File: src/rtl/uart_pkg.sv
// Shared definitions for the UART blocks.
//   uart_state_e : receiver frame-tracking states
//   DATA_BITS    : payload bits per frame
//   baud_div()   : clk cycles per oversample tick, rounded to nearest
package uart_pkg;

  localparam int unsigned DATA_BITS = 8;

  typedef enum logic [2:0] {
    IDLE,
    START,
    DATA,
    STOP,
    WAIT_HIGH
  } uart_state_e;

  function automatic int unsigned baud_div(input int unsigned clk_hz,
                                           input int unsigned baud,
                                           input int unsigned os);
    return (clk_hz + (baud * os) / 2) / (baud * os);
  endfunction

endpackage

File: src/rtl/uart_baud_tick.sv
// Free-running tick generator: one-clk pulse every DIV clks.
//   clk   : system clock
//   rst_n : asynchronous active-low reset
//   clear : restart the period; the first tick follows DIV clks later
//   tick  : single-cycle pulse
// DIV=1 gives a tick on every clk (uart_tx with OVERSAMPLE=1 at clk==baud).
module uart_baud_tick #(
  parameter int unsigned DIV = 26
) (
  input  logic clk,
  input  logic rst_n,
  input  logic clear,
  output logic tick
);

  localparam int unsigned CW = (DIV > 1) ? $clog2(DIV) : 1;
  localparam logic [CW-1:0] CNT_LAST = CW'(DIV - 1);

  logic [CW-1:0] cnt_q;

  assign tick = !clear && (cnt_q == CNT_LAST);

  always_ff @(posedge clk or negedge rst_n) begin
    if (!rst_n) begin
      cnt_q <= '0;
    end else if (clear || (cnt_q == CNT_LAST)) begin
      cnt_q <= '0;
    end else begin
      cnt_q <= cnt_q + 1'b1;
    end
  end

endmodule

File: src/rtl/uart_rx.sv
// 8N1 UART receiver with oversampling, majority voting and a valid/ready output.
//   clk, rst_n : system clock, asynchronous active-low reset
//   rx         : serial line, asynchronous to clk, idle high
//   data       : received byte, stable while valid && !ready
//   valid      : data holds an unconsumed byte
//   ready      : consumer accepts data when valid && ready
//   frame_err  : one-cycle pulse, stop bit sampled low
//   overrun    : one-cycle pulse, byte completed while previous byte unconsumed
module uart_rx
  import uart_pkg::*;
#(
  parameter int unsigned CLK_HZ     = 48000000,
  parameter int unsigned BAUD       = 115200,
  parameter int unsigned OVERSAMPLE = 16
) (
  input  logic                 clk,
  input  logic                 rst_n,
  input  logic                 rx,
  output logic [DATA_BITS-1:0] data,
  output logic                 valid,
  input  logic                 ready,
  output logic                 frame_err,
  output logic                 overrun
);

  localparam int unsigned DIV = baud_div(CLK_HZ, BAUD, OVERSAMPLE);
  localparam int unsigned SW  = $clog2(OVERSAMPLE);
  localparam int unsigned BW  = $clog2(DATA_BITS);

  // Sample index s = 0 is the start edge itself; the tick that advances s to
  // k is the sample at s = k. Voting uses s = H-1, H, H+1.
  localparam logic [SW-1:0] S_LAST   = SW'(OVERSAMPLE - 1);
  localparam logic [SW-1:0] S_M0     = SW'(OVERSAMPLE / 2 - 1);
  localparam logic [SW-1:0] S_M1     = SW'(OVERSAMPLE / 2);
  localparam logic [SW-1:0] S_DEC    = SW'(OVERSAMPLE / 2 + 1);
  localparam logic [BW-1:0] BIT_LAST = BW'(DATA_BITS - 1);

  logic                 rx_meta_q;
  logic                 rx_s;
  logic                 clear;
  logic                 tick;
  logic [SW-1:0]        s_q;
  logic [SW-1:0]        s_next;
  logic                 m0_q;
  logic                 m1_q;
  logic                 maj;
  logic                 decide;
  logic [BW-1:0]        bit_cnt_q;
  logic [DATA_BITS-1:0] shreg_q;
  uart_state_e          state_q;
  uart_state_e          state_d;
  logic                 deliver;
  logic                 stop_bad;
  logic [DATA_BITS-1:0] data_q;
  logic                 valid_q;
  logic                 frame_err_q;
  logic                 overrun_q;

  // Two-flop synchronizer; idles high so reset does not look like a start edge.
  always_ff @(posedge clk or negedge rst_n) begin
    if (!rst_n) begin
      rx_meta_q <= 1'b1;
      rx_s      <= 1'b1;
    end else begin
      rx_meta_q <= rx;
      rx_s      <= rx_meta_q;
    end
  end

  // Restart tick phase and sample index on the start edge.
  assign clear = (state_q == IDLE) && !rx_s;

  uart_baud_tick #(
    .DIV (DIV)
  ) u_baud_tick (
    .clk   (clk),
    .rst_n (rst_n),
    .clear (clear),
    .tick  (tick)
  );

  assign s_next = (s_q == S_LAST) ? '0 : s_q + 1'b1;
  assign decide = tick && (s_next == S_DEC);
  assign maj    = (m0_q & m1_q) | (m0_q & rx_s) | (m1_q & rx_s);

  always_comb begin
    state_d  = state_q;
    deliver  = 1'b0;
    stop_bad = 1'b0;
    unique case (state_q)
      IDLE: begin
        if (!rx_s) state_d = START;
      end
      START: begin
        if (decide) state_d = maj ? IDLE : DATA;
      end
      DATA: begin
        if (decide && (bit_cnt_q == BIT_LAST)) state_d = STOP;
      end
      STOP: begin
        if (decide) begin
          if (maj) begin
            // Re-arm mid stop bit so a back-to-back start edge is not missed.
            state_d = IDLE;
            deliver = 1'b1;
          end else begin
            state_d  = WAIT_HIGH;
            stop_bad = 1'b1;
          end
        end
      end
      WAIT_HIGH: begin
        // A held-low break must not restart framing until the line recovers.
        if (rx_s) state_d = IDLE;
      end
      default: state_d = IDLE;
    endcase
  end

  always_ff @(posedge clk or negedge rst_n) begin
    if (!rst_n) begin
      state_q   <= IDLE;
      s_q       <= '0;
      m0_q      <= 1'b0;
      m1_q      <= 1'b0;
      bit_cnt_q <= '0;
      shreg_q   <= '0;
    end else begin
      state_q <= state_d;
      if (clear) begin
        s_q <= '0;
      end else if (tick) begin
        s_q <= s_next;
      end
      if (tick && (s_next == S_M0)) m0_q <= rx_s;
      if (tick && (s_next == S_M1)) m1_q <= rx_s;
      if (state_q == START) begin
        bit_cnt_q <= '0;
      end else if ((state_q == DATA) && decide) begin
        bit_cnt_q <= bit_cnt_q + 1'b1;
        shreg_q   <= {maj, shreg_q[DATA_BITS-1:1]};
      end
    end
  end

  // Output stage: a new byte replaces the held one only if it is being
  // consumed in the same cycle; otherwise the new byte is dropped.
  always_ff @(posedge clk or negedge rst_n) begin
    if (!rst_n) begin
      data_q      <= '0;
      valid_q     <= 1'b0;
      frame_err_q <= 1'b0;
      overrun_q   <= 1'b0;
    end else begin
      frame_err_q <= stop_bad;
      overrun_q   <= deliver && valid_q && !ready;
      if (deliver && (!valid_q || ready)) begin
        data_q  <= shreg_q;
        valid_q <= 1'b1;
      end else if (valid_q && ready) begin
        valid_q <= 1'b0;
      end
    end
  end

  assign data      = data_q;
  assign valid     = valid_q;
  assign frame_err = frame_err_q;
  assign overrun   = overrun_q;

endmodule

File: config.mk
export PLATFORM = sky130hd
export DESIGN_NAME = uart_rx
export DESIGN_NICKNAME = d
export VERILOG_FILES = /design/src/rtl/uart_pkg.sv /design/src/rtl/uart_baud_tick.sv /design/src/rtl/uart_rx.sv
export SDC_FILE = /design/constraint.sdc
export NUM_CORES = 1
export LEC_CHECK = 0
export CAP_MARGIN = 20
export CORE_UTILIZATION = 51
export CTS_CLUSTER_DIAMETER = 150
export CTS_CLUSTER_SIZE = 10
export DETAILED_ROUTE_END_ITERATION = 10
export PLACE_DENSITY = 0.8
export SLEW_MARGIN = 20
export SYNTH_ARGS = -nofsm -noshare
export SYNTH_HDL_FRONTEND = slang
export SYNTH_SLANG_ARGS = --single-unit
File: constraint.sdc
create_clock -name clk -period 1.8 [get_ports clk]
set_input_delay 0.36 -clock clk [delete_from_list [all_inputs] [get_ports clk]]
set_output_delay 0.36 -clock clk [all_outputs]
set_load 0.01 [all_outputs]
# Word-level counts from Yosys, hierarchy flattened
# Index checks and enable logic that the tools add are counted.
# word_totals
regBits,38
latchBits,0
ramBits,0
rom_bits,0
out_inout_bits,11
elab_cells,82
memories,0
# op_classes
add_sub_neg,3
mul,0
div_mod_pow,0
order_cmp,0
eq_ne,15
shifts,0
muxes,22
bitwise,6
n_reduce_logical,23
# ops
operator,n
3-bit 2-to-1 mux,8
3-bit case mux with 5 select lines,1
"4-bit equality test, second input constant",3
4-bit 2-to-1 mux,3
1-bit logical AND,11
"2-bit != test, second input constant",5
1-bit 2-to-1 mux,8
"3-bit by 2-bit equality test with 1-bit output, second input constant",2
"3-bit equality test, second input constant",2
2-bit nonzero test,3
"5-bit by 1-bit adder with 5-bit output, second input constant",1
"5-bit equality test, second input constant",1
5-bit 2-to-1 mux,1
5-bit AND reduction,1
"4-bit by 1-bit adder with 4-bit output, second input constant",1
"4-bit by 3-bit equality test with 1-bit output, second input constant",1
1-bit logical NOT,4
"3-bit by 1-bit adder with 3-bit output, second input constant",1
1-bit AND,3
"3-bit by 1-bit equality test with 1-bit output, second input constant",1
3-bit logical NOT,1
1-bit logical OR,2
2-bit 2-to-1 mux,1
1-bit OR,2
2 further kinds,2

# Logic depth before layout (Yosys ltp)
# logic_depth
word_depth,9
ltp_mapped,7
depth_no_buf,6

# By module
# From an unflattened synthesis, not the netlist that was laid out.
# unflattened
cells_unflattened,140
area_unflattened_um2,1796.7
# by_module_without_submodules
module,n_inst,cells_per_inst,area_per_inst_um2,seq_area_each_um2
uart_rx,1,117,1521.5,828.3
uart_baud_tick,1,23,275.3,125.1

# Worst setup path before layout
# Ideal clock, no wire load.
# synth_timing
path_type,register to register
start,register u_baud_tick.cnt_q[1]
end,register shreg_q[0]
arrival_ns,1.755
t_required_ns,1.675
path_slack_ns,-0.080
path_stages_with_launch,8
path_buffers,1
synth_period_minus_slack_ns,1.880
path_cell_list,dfrtp_1 > inv_1 > ha_1 > nand4b_2 > nor2_4 > and4_1 > buf_4 > mux2_2
# synth_between
elab_chain_cells,5
# synth_rtl
element,line_no,rtl
from (decl),uart_baud_tick.sv:19,logic [CW-1:0] cnt_q;
from (signal assigned),uart_baud_tick.sv:29,cnt_q <= cnt_q + 1'b1;
5-bit equality test,uart_baud_tick.sv:21,assign tick = !clear && (cnt_q == CNT_LAST);
1-bit logical AND,uart_baud_tick.sv:21,
1-bit logical AND,uart_rx.sv:83,assign decide = tick && (s_next == S_DEC);
1-bit logical AND,uart_rx.sv:139,end else if ((state_q == DATA) && decide) begin
2-bit AND reduction (no line),n/a,
to (signal assigned),uart_rx.sv:141,"shreg_q <= {maj, shreg_q[DATA_BITS-1:1]};"
to (decl),uart_rx.sv:49,logic [DATA_BITS-1:0] shreg_q;
# Every way passes these cells.
# A chain may end at the register's enable or synchronous reset.

# Final worst setup path
# layout_timing
start,register s_q[1]
end,register data_q[5] (netlist: data[5])
# layout_between
elab_chain_cells,7
elab_cells_between_ends,8
classes_between,add/sub (1); eq/ne (2); mux (3); reduce/logical (2)
# layout_rtl
element,line_no,rtl
from (decl),uart_rx.sv:42,logic [SW-1:0] s_q;
from (signal assigned),uart_rx.sv:133,s_q <= s_next;
4-bit by 1-bit adder with 4-bit output / 4-bit equality test (equally long branches),uart_rx.sv:82,assign s_next = (s_q == S_LAST) ? '0 : s_q + 1'b1;
4-bit 2-to-1 mux *,uart_rx.sv:82,
4-bit equality test *,uart_rx.sv:83,
1-bit logical AND *,uart_rx.sv:83,
1-bit 2-to-1 mux *,uart_rx.sv:101,if (decide) begin
1-bit 2-to-1 mux *,uart_rx.sv:90,unique case (state_q)
1-bit logical AND *,uart_rx.sv:157,if (deliver && (!valid_q || ready)) begin
to (signal assigned),uart_rx.sv:158,data_q <= shreg_q;
to (decl),uart_rx.sv:54,logic [DATA_BITS-1:0] data_q;
# Mark *: on every way between the ends. The rest lies on a longest branch, timed or not.

==> flow_summary.json <==
{
  "status": "finished, violations left",
  "violations": "setup timing",
  "slew_viol_final": 0,
  "synth_warnings": 0,
  "hold_end": "rx_s",
  "syn-num-nets": 151,
  "cts_tree": "built",
  "worstPathMaxFanout": 8,
  "ys_ff_latch": 38,
  "cts_made_buffers": 5,
  "postSynthAreaPerCell_um2": 12.8,
  "io_pins": 15,
  "place_ws_ns": -0.0921,
  "layout_commonest_cell": "dfrtp_1",
  "start_util_pct": 53.2,
  "yosysSeqAreaShare_pct": 53.7,
  "die-area_um2": 3720,
  "ff2ff_path_depth": 6,
  "wirelength_um": 3670,
  "grt_pass1_wl_um": 5800,
  "track_usage_pct": 22.1,
  "start_kind": "register",
  "grt-ovfl-total": 0,
  "ctsLongestPathBuffers": 2,
  "grt_max_degree": 39,
  "worst-endpoint-arrival_ns": 2.05,
  "htreeDepth": 2,
  "syn_to_final_growth_pct": 31.7,
  "nets": 187,
  "clkSlewWorstSetupHoldPaths_ns": 0.11,
  "die_x_um": 61.0,
  "vias_per_cell": 5.62,
  "drive_gt1_share_pct": 38.1,
  "grt_pass1_vias": 1258,
  "ctsHoldBuffers": 0,
  "clock_latency_ns": 0.34,
  "dominantRegCellSynth": "dfrtp_1",
  "gp_congestion": 0.844,
  "rows": 21,
  "io_buffers": 14,
  "drt_pass1_iterations": 4,
  "synthCells": 139,
  "slew_headroom_pct": 52.4,
  "cts.sinks": 38,
  "r2r-start": "s_q[1]",
  "hold_violations": 0,
  "synth-async-reset-ratio_pct": 100,
  "power_w": 0.00161,
  "ant_nets": 0,
  "drt_iter0_drc": 52,
  "fill_cells": 241,
  "place_area_um2": 2110,
  "cp-end-kind": "register",
  "power_density_nw_per_um2": 688,
  "cts_root_buf": "clkbuf_4",
  "core-area_um2": 3340,
  "max_slew.worst_pin.slew_ns": 0.708,
  "drcViolationCount": 0,
  "final_area_um2": 2340,
  "chipHeight_um": 61.0,
  "fmax_mhz": 551,
  "path_class": "register to register",
  "whs_path_depth": 0,
  "synth_edf_count": 0,
  "r2r_end": "data[5]",
  "layout_common_cells": "dfrtp_1, buf_4, nor2_1, clkdlybuf4s50_1, mux2_4",
  "dp_hpwl_um": 2440,
  "cp_data_required_time_ns": 2.03,
  "antenna_found_initial": 0,
  "vias": 1248,
  "hold_path_class": "register to register",
  "utilization_pct": 70.0,
  "p_leak_nw": 1.09,
  "finalCriticalPeriod_ns": 1.81,
  "min_period_over_period_pct": 101,
  "r2r_slack_ns": -0.01,
  "fin_skew_ns": 0.00826,
  "peakVddDrop_uv": 584,
  "cap_viol_max_count": 0,
  "yosys.cell_types.count": 40,
  "avgRoutedWirePerCell_um": 16.5,
  "num_antenna_cells": 0,
  "finalSetupViolCount": 5,
  "rsz0062_at_grt": "true",
  "holdCritStartpoint": "rx_meta_q",
  "syn_area_um2": 1770,
  "setup_ws_ns": -0.0137
}
-- metrics by stage --
step	hold slack, ns	std cells	TNS, ns
2_1_floorplan	0.0644	139	-0.101
3_3_place_gp	0.346	212	-0.558
3_5_place_dp	0.348	212	-1.37
6_report	0.363	222	-0.0312
4_1_cts	0.365	222	-0.0680
5_1_grt	0.368	222	-0.403
-- report_power, final --
| part | internal, W | total [W] | switching, W |
|---|---|---|---|
| clock | 0.000435 | 0.000719 | 0.000285 |
| combinational | 0.0000109 | 0.0000288 | 0.0000179 |
| sequential | 0.000857 | 0.000860 | 0.00000207 |
-- final cells by class --
| type | count | area [um2] | area share (%) |
|---|---|---|---|
| clock buffers | 5 | 37.5 | 1.61 |
| clock inverters | 3 | 68.8 | 2.95 |
| inverters | 4 | 15.0 | 0.643 |
| multi-input cells | 92 | 883 | 37.8 |
| flip-flops and latches | 38 | 956 | 40.9 |
| well taps | 46 | 57.6 | 2.46 |
| repair buffers | 34 | 318 | 13.6 |
-- what timing repair did --
item,CTS,global route
pin swaps,5,6
setup buffers,2,0
gates resized for setup,11,13
setup endpoints to repair,20,15
-- worst max-delay path by stage --
| stage | from | end | slack (ns) | depth (start not counted) |
|---|---|---|---|---|
| after floorplan | s_q[0] | shreg_q[0] | -0.008 | 6 |
| after global routing | s_q[1] | data[5] | -0.06 | 6 |
| after CTS | s_q[1] | data[5] | -0.02 | 6 |
| after detailed placement | ready | data[2] | -0.09 | 5 |
| after global placement | ready | data[7] | -0.06 | 5 |
| final | s_q[1] | data[5] | -0.01 | 6 |
-- per-layer routing --
metal	part of all wire, %	global-route usage [%]	up-vias
li1	-	-	570
met1	41	26.5	643
met2	54	37.5	23
met3	2.9	5.76	12
met4	2.5	9.42	0
met5	0	0	-
-- cells in the mapped netlist (2+ instances only) --
cell	instances	area (um2)
a41o_1	2	20.0
dfrtp_1	36	901
mux2_4	8	120
a21oi_1	2	10.0
mux2_2	11	124
mux2i_1	2	20.0
nand4_1	2	12.5
inv_1	4	15.0
nor4_1	2	12.5
ha_1	8	100
nor3_1	3	15.0
nand2_1	5	18.8
xnor2_1	2	17.5
nor2_1	14	52.6
nand2b_1	3	18.8
xor2_1	3	26.3
a22o_1	2	17.5
nand3b_1	2	15.0
nand3_1	4	20.0
dfstp_2	2	52.6
clkbuf_1	2	7.51
buf_6	2	22.5
-- flip-flops by register name (all words and copies together) (netlist names) --
name               count
bit_cnt_q              3
state_q                3
m0_q                   1
shreg_q                8
m1_q                   1
overrun                1
valid                  1
s_q                    4
data                   8
rx_meta_q              1
rx_s                   1
u_baud_tick.cnt_q      5
frame_err              1
-- critical path: stages (launching register included) --
cell     delay [ns]
dfrtp_2        0.46
ha_4           0.19
inv_2          0.05
a311o_1        0.20
buf_6          0.15
and4_4         0.33
mux2_4         0.32
-- cells by family after synthesis --
kind of cell / Yosys count / share of synthesized area, %
compound gates: 12 / 5.29
xor+xnor: 5 / 2.47
fa+ha+maj: 9 / 6.21
buf+inv: 9 / 2.96
flops: 38 / 53.7
mux: 21 / 14.9
simple gates: 45 / 14.5
Note: power is estimated with default switching activity, not from simulation.
